==> src/rtl/dma_ctrl.sv <==
// Single-channel DMA engine: copies data_qty_i words from src to dst one burst at a time,
// staging each read burst in a local FIFO before writing it back out.
module dma_ctrl #(
  parameter int ADDR_W    = 32,
  parameter int DATA_W    = 32,
  parameter int MAX_BURST = 16,
  parameter int LEN_W     = 4
) (
  input  logic              clk,
  input  logic              rstn,
  input  logic              dma_en_i,
  input  logic [ADDR_W-1:0] src_addr_i,
  input  logic [ADDR_W-1:0] dst_addr_i,
  input  logic [DATA_W-1:0] data_qty_i,
  output logic              dma_fin_o,
  output logic              dma_busy_o,
  output logic              dma_err_o,
  output logic              rd_req_valid_o,
  input  logic              rd_req_ready_i,
  output logic [ADDR_W-1:0] rd_addr_o,
  output logic [LEN_W-1:0]  rd_len_o,
  input  logic              rd_valid_i,
  output logic              rd_ready_o,
  input  logic [DATA_W-1:0] rd_data_i,
  input  logic              rd_last_i,
  input  logic [1:0]        rd_resp_i,
  output logic              wr_req_valid_o,
  input  logic              wr_req_ready_i,
  output logic [ADDR_W-1:0] wr_addr_o,
  output logic [LEN_W-1:0]  wr_len_o,
  output logic              wr_valid_o,
  input  logic              wr_ready_i,
  output logic [DATA_W-1:0] wr_data_o,
  output logic              wr_last_o,
  input  logic              bresp_valid_i,
  output logic              bresp_ready_o,
  input  logic [1:0]        bresp_i
);

  localparam int PW = $clog2(MAX_BURST);
  localparam int BW = PW + 1;

  typedef enum logic [2:0] {IDLE, RD_REQ, RD_DATA, WR_REQ, WR_DATA, WR_RESP, DONE} state_t;

  state_t            state, state_nxt;
  logic [ADDR_W-1:0] src_q, dst_q;
  logic [DATA_W-1:0] rem_q;
  logic              err_q;
  logic [BW-1:0]     burst, burst_m1, wr_beat_q;
  logic [DATA_W-1:0] mem [MAX_BURST];
  logic [PW-1:0]     wptr_q, rptr_q;
  logic [BW-1:0]     cnt_q;
  logic              start, rd_req_hs, rd_beat, rd_bad, wr_req_hs, wr_beat, bresp_hs;
  logic              fifo_push, fifo_pop;

  // Burst size is derived from the remaining count, which only moves on the write response.
  assign burst     = (rem_q >= DATA_W'(MAX_BURST)) ? BW'(MAX_BURST) : rem_q[BW-1:0];
  assign burst_m1  = burst - BW'(1);
  assign start     = (state == IDLE) && dma_en_i;
  assign rd_bad    = (rd_resp_i != 2'b00);
  assign rd_req_hs = rd_req_valid_o && rd_req_ready_i;
  assign rd_beat   = rd_ready_o && rd_valid_i;
  assign wr_req_hs = wr_req_valid_o && wr_req_ready_i;
  assign wr_beat   = wr_valid_o && wr_ready_i;
  assign bresp_hs  = bresp_valid_i && bresp_ready_o;
  assign fifo_push = rd_beat && (cnt_q != BW'(MAX_BURST));
  assign fifo_pop  = wr_beat;

  // NOTE: sequential state uses non-blocking assignments so every register samples pre-edge values.
  always_ff @(posedge clk or negedge rstn) begin
    if (!rstn) state <= IDLE;
    else       state <= state_nxt;
  end

  always_comb begin
    // NOTE: default first so every path assigns state_nxt and no latch is inferred.
    state_nxt = state;
    case (state)
      IDLE:    if (dma_en_i) state_nxt = (data_qty_i == '0) ? DONE : RD_REQ;
      RD_REQ:  if (rd_req_hs) state_nxt = RD_DATA;
      RD_DATA: if (rd_beat && rd_last_i) state_nxt = (err_q || rd_bad) ? DONE : WR_REQ;
      WR_REQ:  if (wr_req_hs) state_nxt = WR_DATA;
      WR_DATA: if (wr_beat && wr_last_o) state_nxt = WR_RESP;
      WR_RESP: if (bresp_hs)
                 state_nxt = (bresp_i != 2'b00 || rem_q == DATA_W'(burst)) ? DONE : RD_REQ;
      DONE:    state_nxt = IDLE;
      default: state_nxt = IDLE;
    endcase
  end

  // All valids come from registered state and FIFO occupancy, never from a ready input.
  always_comb begin
    dma_fin_o      = (state == DONE);
    dma_busy_o     = (state != IDLE);
    dma_err_o      = err_q;
    rd_req_valid_o = (state == RD_REQ);
    rd_addr_o      = src_q;
    rd_len_o       = (state == RD_REQ) ? LEN_W'(burst_m1) : '0;
    rd_ready_o     = (state == RD_DATA);
    wr_req_valid_o = (state == WR_REQ);
    wr_addr_o      = dst_q;
    wr_len_o       = (state == WR_REQ) ? LEN_W'(burst_m1) : '0;
    wr_valid_o     = (state == WR_DATA) && (cnt_q != '0);
    wr_data_o      = wr_valid_o ? mem[rptr_q] : '0;
    wr_last_o      = wr_valid_o && (wr_beat_q == burst_m1);
    bresp_ready_o  = (state == WR_RESP);
  end

  always_ff @(posedge clk or negedge rstn) begin
    if (!rstn) begin
      src_q     <= '0;
      dst_q     <= '0;
      rem_q     <= '0;
      err_q     <= 1'b0;
      wr_beat_q <= '0;
    end else begin
      if (start) begin
        src_q <= src_addr_i;
        dst_q <= dst_addr_i;
        rem_q <= data_qty_i;
        err_q <= 1'b0;
      end
      if (rd_beat && rd_bad) err_q <= 1'b1;
      if (wr_req_hs)    wr_beat_q <= '0;
      else if (wr_beat) wr_beat_q <= wr_beat_q + BW'(1);
      if (bresp_hs) begin
        src_q <= src_q + ADDR_W'({burst, 2'b00});
        dst_q <= dst_q + ADDR_W'({burst, 2'b00});
        rem_q <= rem_q - DATA_W'(burst);
        if (bresp_i != 2'b00) err_q <= 1'b1;
      end
    end
  end

  // FIFO bookkeeping; DONE discards whatever a failed read burst left behind.
  always_ff @(posedge clk or negedge rstn) begin
    if (!rstn) begin
      wptr_q <= '0;
      rptr_q <= '0;
      cnt_q  <= '0;
    end else if (state == DONE) begin
      wptr_q <= '0;
      rptr_q <= '0;
      cnt_q  <= '0;
    end else begin
      if (fifo_push) wptr_q <= wptr_q + PW'(1);
      if (fifo_pop)  rptr_q <= rptr_q + PW'(1);
      case ({fifo_push, fifo_pop})
        2'b10:   cnt_q <= cnt_q + BW'(1);
        2'b01:   cnt_q <= cnt_q - BW'(1);
        default: cnt_q <= cnt_q;
      endcase
    end
  end

  // NOTE: storage array has no reset; occupancy is tracked by the reset pointers and count.
  always_ff @(posedge clk) begin
    if (fifo_push) mem[wptr_q] <= rd_data_i;
  end

endmodule
==> config.mk <==
export PLATFORM = sky130hd
export DESIGN_NAME = dma_ctrl
export DESIGN_NICKNAME = d
export VERILOG_FILES = /design/src/rtl/dma_ctrl.sv
export SDC_FILE = /design/constraint.sdc
export NUM_CORES = 1
export LEC_CHECK = 0
export CAP_MARGIN = 20
export CORE_ASPECT_RATIO = 0.8
export CORE_MARGIN = 8
export CORE_UTILIZATION = 62
export CTS_CLUSTER_DIAMETER = 60
export DETAILED_ROUTE_END_ITERATION = 8
export PLACE_DENSITY = 0.85
export SYNTH_ARGS = -nofsm -noshare
export SYNTH_HDL_FRONTEND = slang
export SYNTH_SLANG_ARGS = --single-unit
==> constraint.sdc <==
create_clock -name clk -period 10.44 [get_ports clk]
set_input_delay 3.132 -clock clk [delete_from_list [all_inputs] [get_ports clk]]
set_output_delay 3.132 -clock clk [all_outputs]
set_load 0.05 [all_outputs]
==> flow_metrics.env, run 1 <==
export IMPL_final_fill_count=2463
export IMPL_hold_path_endpoint="rd_addr_o[0]"
export IMPL_wl_per_cell_um=29.80
export IMPL_wl_met2_um=36790
export IMPL_core_region_area_um2=42880
export IMPL_dieArea_um2=50160
export IMPL_clk_latency_ns=0.60
export IMPL_setup_ws_ns=2.694
export IMPL_ios=254
export IMPL_clock_sinks=630
export IMPL_netlist_area_leader_share_pct=57.39
export IMPL_synthSimpleGateAreaFrac_pct=8.182
export IMPL_cp_max_fo=6
export IMPL_tightest_slew_ns=1.187
export IMPL_crit_reg2reg_launch="rem_q[20]"
export IMPL_leakagePower_nw=10.63
export IMPL_synthFlopType="edfxtp_1"
export IMPL_synth_seq_cells=630
export IMPL_gr_usage_all_layers_pct=28.52
export IMPL_path_class="reg2out"
export IMPL_nNetsFinal=2022
export IMPL_cts_buffers=57
export IMPL_clock_skew_ns=0.02381
export IMPL_place_ws_ns=3.446
export IMPL_ys_top_cells_by_area="edfxtp_1 57%, mux4_2 13%, dfrtp_1 11%"
export IMPL_grt_first_pass_wirelength_um=108900
export IMPL_final_cell_mix="512 x edfxtp_1, 252 x clkdlybuf4s50_1, 160 x mux4_2"
export IMPL_slew_headroom_pct=20.87
export IMPL_hold_start="rd_addr_o[0]"
export IMPL_rrSetupSlack_ns=5.82
export IMPL_synth_area_um2=26790
export IMPL_syn_nets=1773
export IMPL_drtIter0Drc=2393
export IMPL_slowest_delay_ns=0.81
export IMPL_vias_per_cell=6.899
export IMPL_path_clk_slew_ns=0.07
export IMPL_synth_largest_area_cell="edfxtp_1"
export IMPL_port_buffers=253
export IMPL_hold_depth=2
export IMPL_grt_max_degree=80
export IMPL_stdcell_count=2464
export IMPL_drive_gt1_share_pct=15.99
export IMPL_min_period_over_period_pct=74.20
export IMPL_cts_tree="built"
export IMPL_syn_to_final_growth_pct=18.87
export IMPL_synth_compound_area_share_pct=6.207
export IMPL_worstRegToRegCells=13
export IMPL_dp_cells=2350
export IMPL_reg2reg_to="wr_addr_o[21]"
export IMPL_irDropWorstVdd_mv=0.1875
export IMPL_setup_viol=0
export IMPL_synth_edf_count=512
export IMPL_htreeDepth=2
export IMPL_critPathLaunchType="register"
export IMPL_postCtsSetupBuffers=0
export IMPL_top_layer="met5"
export IMPL_synthAdderAreaFrac_pct=1.205
export IMPL_num_rows=68
export IMPL_arrival_ns=4.61
export IMPL_drcViolationCount=0
export IMPL_met1_length_um=26590
export IMPL_gp_congestion=0.9051
export IMPL_ys_warn_count=0
export IMPL_fmax_ghz=0.1291
export IMPL_die_width_um=248.4
export IMPL_synthMuxAreaShare_pct=13.64
export IMPL_maxCapViolCount=0
export IMPL_path_cells="nor4_1 -> and4_1 -> and3_1 -> inv_1 -> ha_1 -> xor2_1 -> nand2_1 -> or4_1 -> nor2_1 -> clkdlybuf4s50_1"
export IMPL_ys_seq_area_share_pct=68.41
export IMPL_cts_root_buffer_cell="clkbuf_16"
export IMPL_drtPass1Iterations=6
export IMPL_die_y_um=201.9
export IMPL_power_density_nw_per_um2=244.4
export IMPL_cpMaxStageDelayCell="clkdlybuf4s50_1"
export IMPL_critPathCaptureType="primary output"
export IMPL_min_path_type="reg2reg"
export IMPL_synthXorXnorAreaFrac_pct=0.8173
export IMPL_ant_nets=0
export IMPL_synth_top_family_by_area="multiplexers"
export IMPL_setup_tns_ns=0
export IMPL_clockBufferDepth=3
export IMPL_grt_overflow=0
export IMPL_ctsResizeCount=0
export IMPL_antenna_found_initial=5
export IMPL_synthArstFlopShare_pct=18.73
export IMPL_holdBufCountCts=0
export IMPL_fin_crit_ns=7.746
export IMPL_avgSynthCellArea_um2=16.66
export IMPL_dr_wl_met3_um=6933
export IMPL_vias=17000
export IMPL_layout_commonest_cell="edfxtp_1"
export IMPL_dp_hpwl_um=41520
export IMPL_grt_pass1_vias=17320
export IMPL_syn_inst=1608
export IMPL_hold_viol_final=0
export IMPL_report_final_slew_viol_count=0
export IMPL_wirelength_um=73430
export IMPL_rsz0062_at_grt="no"
export IMPL_ys_types=71
export IMPL_worst_ep_required_time_ns=7.31
export IMPL_status="finished, final reports clean"
export IMPL_start_util_pct=62.48
how the worst max path moves through the flow:
stage / from / slack [ns] / endpoint
floorplan: rem_q[14] / 4.18 / wr_last_o
CTS: rem_q[20] / 2.77 / wr_last_o
global route: rem_q[21] / 2.56 / wr_last_o
global placement: rem_q[21] / 3.50 / wr_last_o
detailed placement: rem_q[21] / 3.45 / wr_last_o
finish: rem_q[20] / 2.69 / wr_last_o
where the power goes:
| part | internal, mW | switching (mW) |
|---|---|---|
| combinational | 0.956 | 1.48 |
| clock | 1.17 | 0.926 |
| sequential | 2.96 | 0.299 |
| total | 5.08 | 2.71 |
critical path: cells and delay by family, from the launching register on:
kind                       cells  cell delay [ns]
and+or+nand+nor                6             2.18
buffers and inverters          2             0.89
DFF                            1             0.42
adders and majority gates      1             0.34
xor gates and xnor gates       1             0.19
flip-flops by register name (all words and copies together) (netlist names):
register,flops
rem_q,32
state,3
wr_addr_o,32
wr_beat_q,5
rptr_q,4
mem,512
dma_err_o,1
rd_addr_o,32
wptr_q,4
cnt_q,5
routing by layer:
layer  GRT usage (%)  up-vias
li1                -     6969
met1           37.12     8646
met2           47.54     1166
met3           5.148      215
met4           12.01        4
met5               0        -
per-stage QoR:
stage          hold slack [ns]  area (µm²)  utilization [%]  power (mW)
3_5_place_dp            0.4662       29850            69.60       5.679
3_3_place_gp            0.4595       29850            69.60       5.585
6_report                0.4850       31850            74.27       7.785
2_1_floorplan           0.4780       26790                -       4.870
5_1_grt                 0.5196       31850            74.27       8.048
4_1_cts                 0.4833       31680            73.88       7.775
final cells by class:
class	instances	area [µm²]	area share, %
clock inverters	34	340.3	1.069
diodes	3	7.507	0.02357
clock buffers	69	1493	4.687
multi-input cells	874	8097	25.42
repair buffers	273	2793	8.769
inverters	21	78.83	0.2475
well taps	560	700.7	2.200
flip-flops and latches	630	18340	57.58
synth_stat cells, types with 3 or more instances:
master / count
edfxtp_1: 512
mux4_2: 160
nand2_1: 145
dfrtp_1: 118
nor2_1: 67
clkbuf_1: 57
and2_1: 53
o21ai_0: 52
nand3_1: 42
o311ai_0: 38
a21oi_1: 30
o211ai_1: 25
ha_1: 21
inv_1: 19
nand4_1: 19
nor4_1: 18
a221o_1: 17
a22oi_1: 15
buf_2: 14
xnor2_1: 14
and3_1: 13
nor3_1: 13
a21o_1: 12
buf_1: 11
or3_1: 11
xor2_1: 11
and4_1: 8
a31oi_1: 7
o31ai_1: 6
a32oi_1: 5
mux2i_1: 5
nand2b_1: 5
nor3b_1: 5
nand3b_1: 4
fa_1: 3
nand4b_1: 3
nor2b_1: 3
o21bai_1: 3
or4_1: 3
logic make-up (layout without fill, tap and decap cells):
kind of cell	Yosys count	count (layout)
other	1	4
and+or+nand+nor	428	428
muxes	165	165
buffers and inverters	104	397
AOI/OAI and AO/OA	231	231
DFF	630	630
adders and majority gates	24	24
xor gates and xnor gates	25	25
Note: power is estimated with default switching activity, not from simulation.
==> inputs of run 2 (changes only) <==
--- a/config.mk
+++ b/config.mk
@@ -8,10 +8,10 @@
 export CAP_MARGIN = 20
 export CORE_ASPECT_RATIO = 0.8
 export CORE_MARGIN = 8
-export CORE_UTILIZATION = 62
+export CORE_UTILIZATION = 57
 export CTS_CLUSTER_DIAMETER = 60
 export DETAILED_ROUTE_END_ITERATION = 8
-export PLACE_DENSITY = 0.85
+export PLACE_DENSITY = 0.79
 export SYNTH_ARGS = -nofsm -noshare
 export SYNTH_HDL_FRONTEND = slang
 export SYNTH_SLANG_ARGS = --single-unit
==> constraint.sdc (replaced) <==
create_clock -name clk -period 8.1 [get_ports clk]
set_input_delay 2.43 -clock clk [delete_from_list [all_inputs] [get_ports clk]]
set_output_delay 2.43 -clock clk [all_outputs]
set_load 0.05 [all_outputs]
==> flow_metrics.env, run 2 (synthesis results as in run 1) <==
export IMPL_status="finished, final reports clean"
export IMPL_drcViolationCount=0
export IMPL_clk_latency_ns=0.62
export IMPL_dieArea_um2=54240
export IMPL_rsz0062_at_grt="no"
export IMPL_gp_congestion=0.9251
export IMPL_clockBufferDepth=3
export IMPL_die_y_um=209.9
export IMPL_cts_root_buffer_cell="clkbuf_16"
export IMPL_hold_start="wr_addr_o[0]"
export IMPL_htreeDepth=2
export IMPL_holdBufCountCts=0
export IMPL_regMostFlops="mem"
export IMPL_clock_power_share_pct=27.1
export IMPL_tightest_slew_ns=1.153
export IMPL_irDropWorstVdd_mv=0.2299
export IMPL_switching_share_pct=34.45
export IMPL_path_class="reg2out"
export IMPL_grt_pass1_vias=16760
export IMPL_min_period_over_period_pct=87.16
export IMPL_drive_gt1_share_pct=16.50
export IMPL_gr_usage_all_layers_pct=25.38
export IMPL_ctsResizeCount=0
export IMPL_slew_headroom_pct=23.15
export IMPL_arrival_ns=4.63
export IMPL_nNetsFinal=2033
export IMPL_setup_ws_ns=1.040
export IMPL_hold_viol_final=0
export IMPL_worst_ep_required_time_ns=5.67
export IMPL_cp_max_fo=6
export IMPL_cp_num_buf_inv=2
export IMPL_cpMaxStageDelayCell="clkdlybuf4s50_1"
export IMPL_antenna_found_initial=3
export IMPL_postCtsSetupBuffers=0
export IMPL_start_util_pct=57.33
export IMPL_place_ws_ns=1.810
export IMPL_clock_sinks=630
export IMPL_final_cell_mix="512 x edfxtp_1, 252 x clkdlybuf4s50_1, 160 x mux4_2"
export IMPL_startpoint="rem_q[21]"
export IMPL_grt_overflow=0
export IMPL_syn_to_final_growth_pct=19.24
export IMPL_hold_worst_slack_ns=0.4828
export IMPL_critPathLaunchType="register"
export IMPL_drtIter0Drc=1937
export IMPL_path_cells="nor4_1 -> and4_1 -> and3_1 -> inv_1 -> ha_1 -> xor2_1 -> nand2_1 -> or4_1 -> nor2_1 -> clkdlybuf4s50_1"
export IMPL_fin_crit_ns=7.060
export IMPL_worstRegToRegCells=13
export IMPL_hold_depth=2
export IMPL_core_region_area_um2=46730
export IMPL_setup_tns_ns=0
export IMPL_dp_hpwl_um=40130
export IMPL_reg2reg_to="wr_addr_o[25]"
export IMPL_critPathCaptureType="primary output"
export IMPL_min_path_type="reg2reg"
export IMPL_crit_reg2reg_launch="rem_q[21]"
export IMPL_seqPwrFrac_pct=42.4
export IMPL_slowest_delay_ns=0.81
export IMPL_grt_first_pass_wirelength_um=104800
export IMPL_cts_buffers=59
export IMPL_clock_skew_ns=0.02411
export IMPL_hold_path_endpoint="wr_addr_o[0]"
export IMPL_cts_tree="built"
export IMPL_report_final_slew_viol_count=0
export IMPL_vias=16560
export IMPL_num_rows=71
export IMPL_die_width_um=258.4
export IMPL_cpLargestDelayFamily="simple AND/OR/NAND/NOR gates"
export IMPL_path_clk_slew_ns=0.06
export IMPL_wirelength_um=69480
export IMPL_layout_commonest_cell="edfxtp_1"
export IMPL_vias_per_cell=6.523
export IMPL_power_density_nw_per_um2=312.6
export IMPL_maxCapViolCount=0
export IMPL_setup_viol=0
export IMPL_wl_per_cell_um=27.38
export IMPL_grt_max_degree=70
export IMPL_port_buffers=253
export IMPL_ant_nets=0
export IMPL_ios=254
export IMPL_intPower_mw=6.546
export IMPL_switching_power_mw=3.440
export IMPL_largest_reg_flops=512
export IMPL_drtPass1Iterations=5
export IMPL_fmax_ghz=0.1416
export IMPL_leakagePower_nw=10.70
export IMPL_combPwrFrac_pct=30.5
export IMPL_rrSetupSlack_ns=3.64
## run 2: changes by cell type in the layout (fill, tap and decap cells not counted), sizes merged
| cell | change |
|---|---|
| inv | +2 |
| buf | +9 |
| clkinv | +10 |
| clkinvlp | -5 |
| clkbuf | -1 |
| bufinv | -1 |
## run 2: per-stage QoR
stage | utilization, % | cell area (µm²) | total power, mW | std cells
3_5_place_dp | 64.33 | 30060 | 7.310 | 2427
6_report | 68.37 | 31950 | 9.987 | 2538
2_1_floorplan | - | 26790 | 6.277 | 1608
3_3_place_gp | 64.33 | 30060 | 7.213 | 2427
4_1_cts | 68.35 | 31940 | 10.02 | 2535
5_1_grt | 68.36 | 31940 | 10.38 | 2537
## run 2: worst register-to-register path, stage by stage (launching register included)
cell	delay, ns
dfrtp_1	0.42
nor4_1	0.70
nand4_1	0.34
nor2_2	0.25
nand2_1	0.12
inv_1	0.17
ha_1	0.26
a21o_1	0.16
a21o_1	0.23
a211oi_1	0.87
nor2_1	0.33
nand2_1	0.21
o311ai_0	0.12
o311ai_0	0.14
## run 2: layout make-up
type | instances | area [µm²]
Fill cell | 3068 | 14780
Timing Repair Buffer | 282 | 2773
Inverter | 21 | 78.83
Tap cell | 620 | 775.7
Multi-Input combinational cell | 874 | 8097
Sequential cell | 630 | 18340
Clock buffer | 68 | 1510
Antenna cell | 3 | 7.507
Clock inverter | 40 | 366.6
## run 2: worst max-delay path by stage
stage,endpoint,cells past startpoint
3_5_place_dp,wr_last_o,10
3_3_place_gp,wr_last_o,10
4_1_cts,wr_last_o,10
2_1_floorplan,wr_last_o,10
5_1_grt,wr_last_o,10
6_report,wr_last_o,10
## run 2: routing by layer
layer / wire length, µm / track usage (%) / part of all wire (%) / vias up
li1: - / - / - / 7014
met1: 27040 / 35.05 / 39 / 8445
met2: 34370 / 41.19 / 49 / 934
met3: 5824 / 4.261 / 8.4 / 161
met4: 2232 / 8.659 / 3.2 / 2
met5: 15 / 0 / 0.022 / -
## run 2: power groups by stage
stage / clock network [mW] / registers, mW / logic, mW
detailed placement: 0 / 4.28 / 3.03
floorplan: 0 / 4.63 / 1.65
finish: 2.71 / 4.23 / 3.04
global route: 2.86 / 4.28 / 3.24
CTS: 2.74 / 4.22 / 3.06
global placement: 0 / 4.25 / 2.96
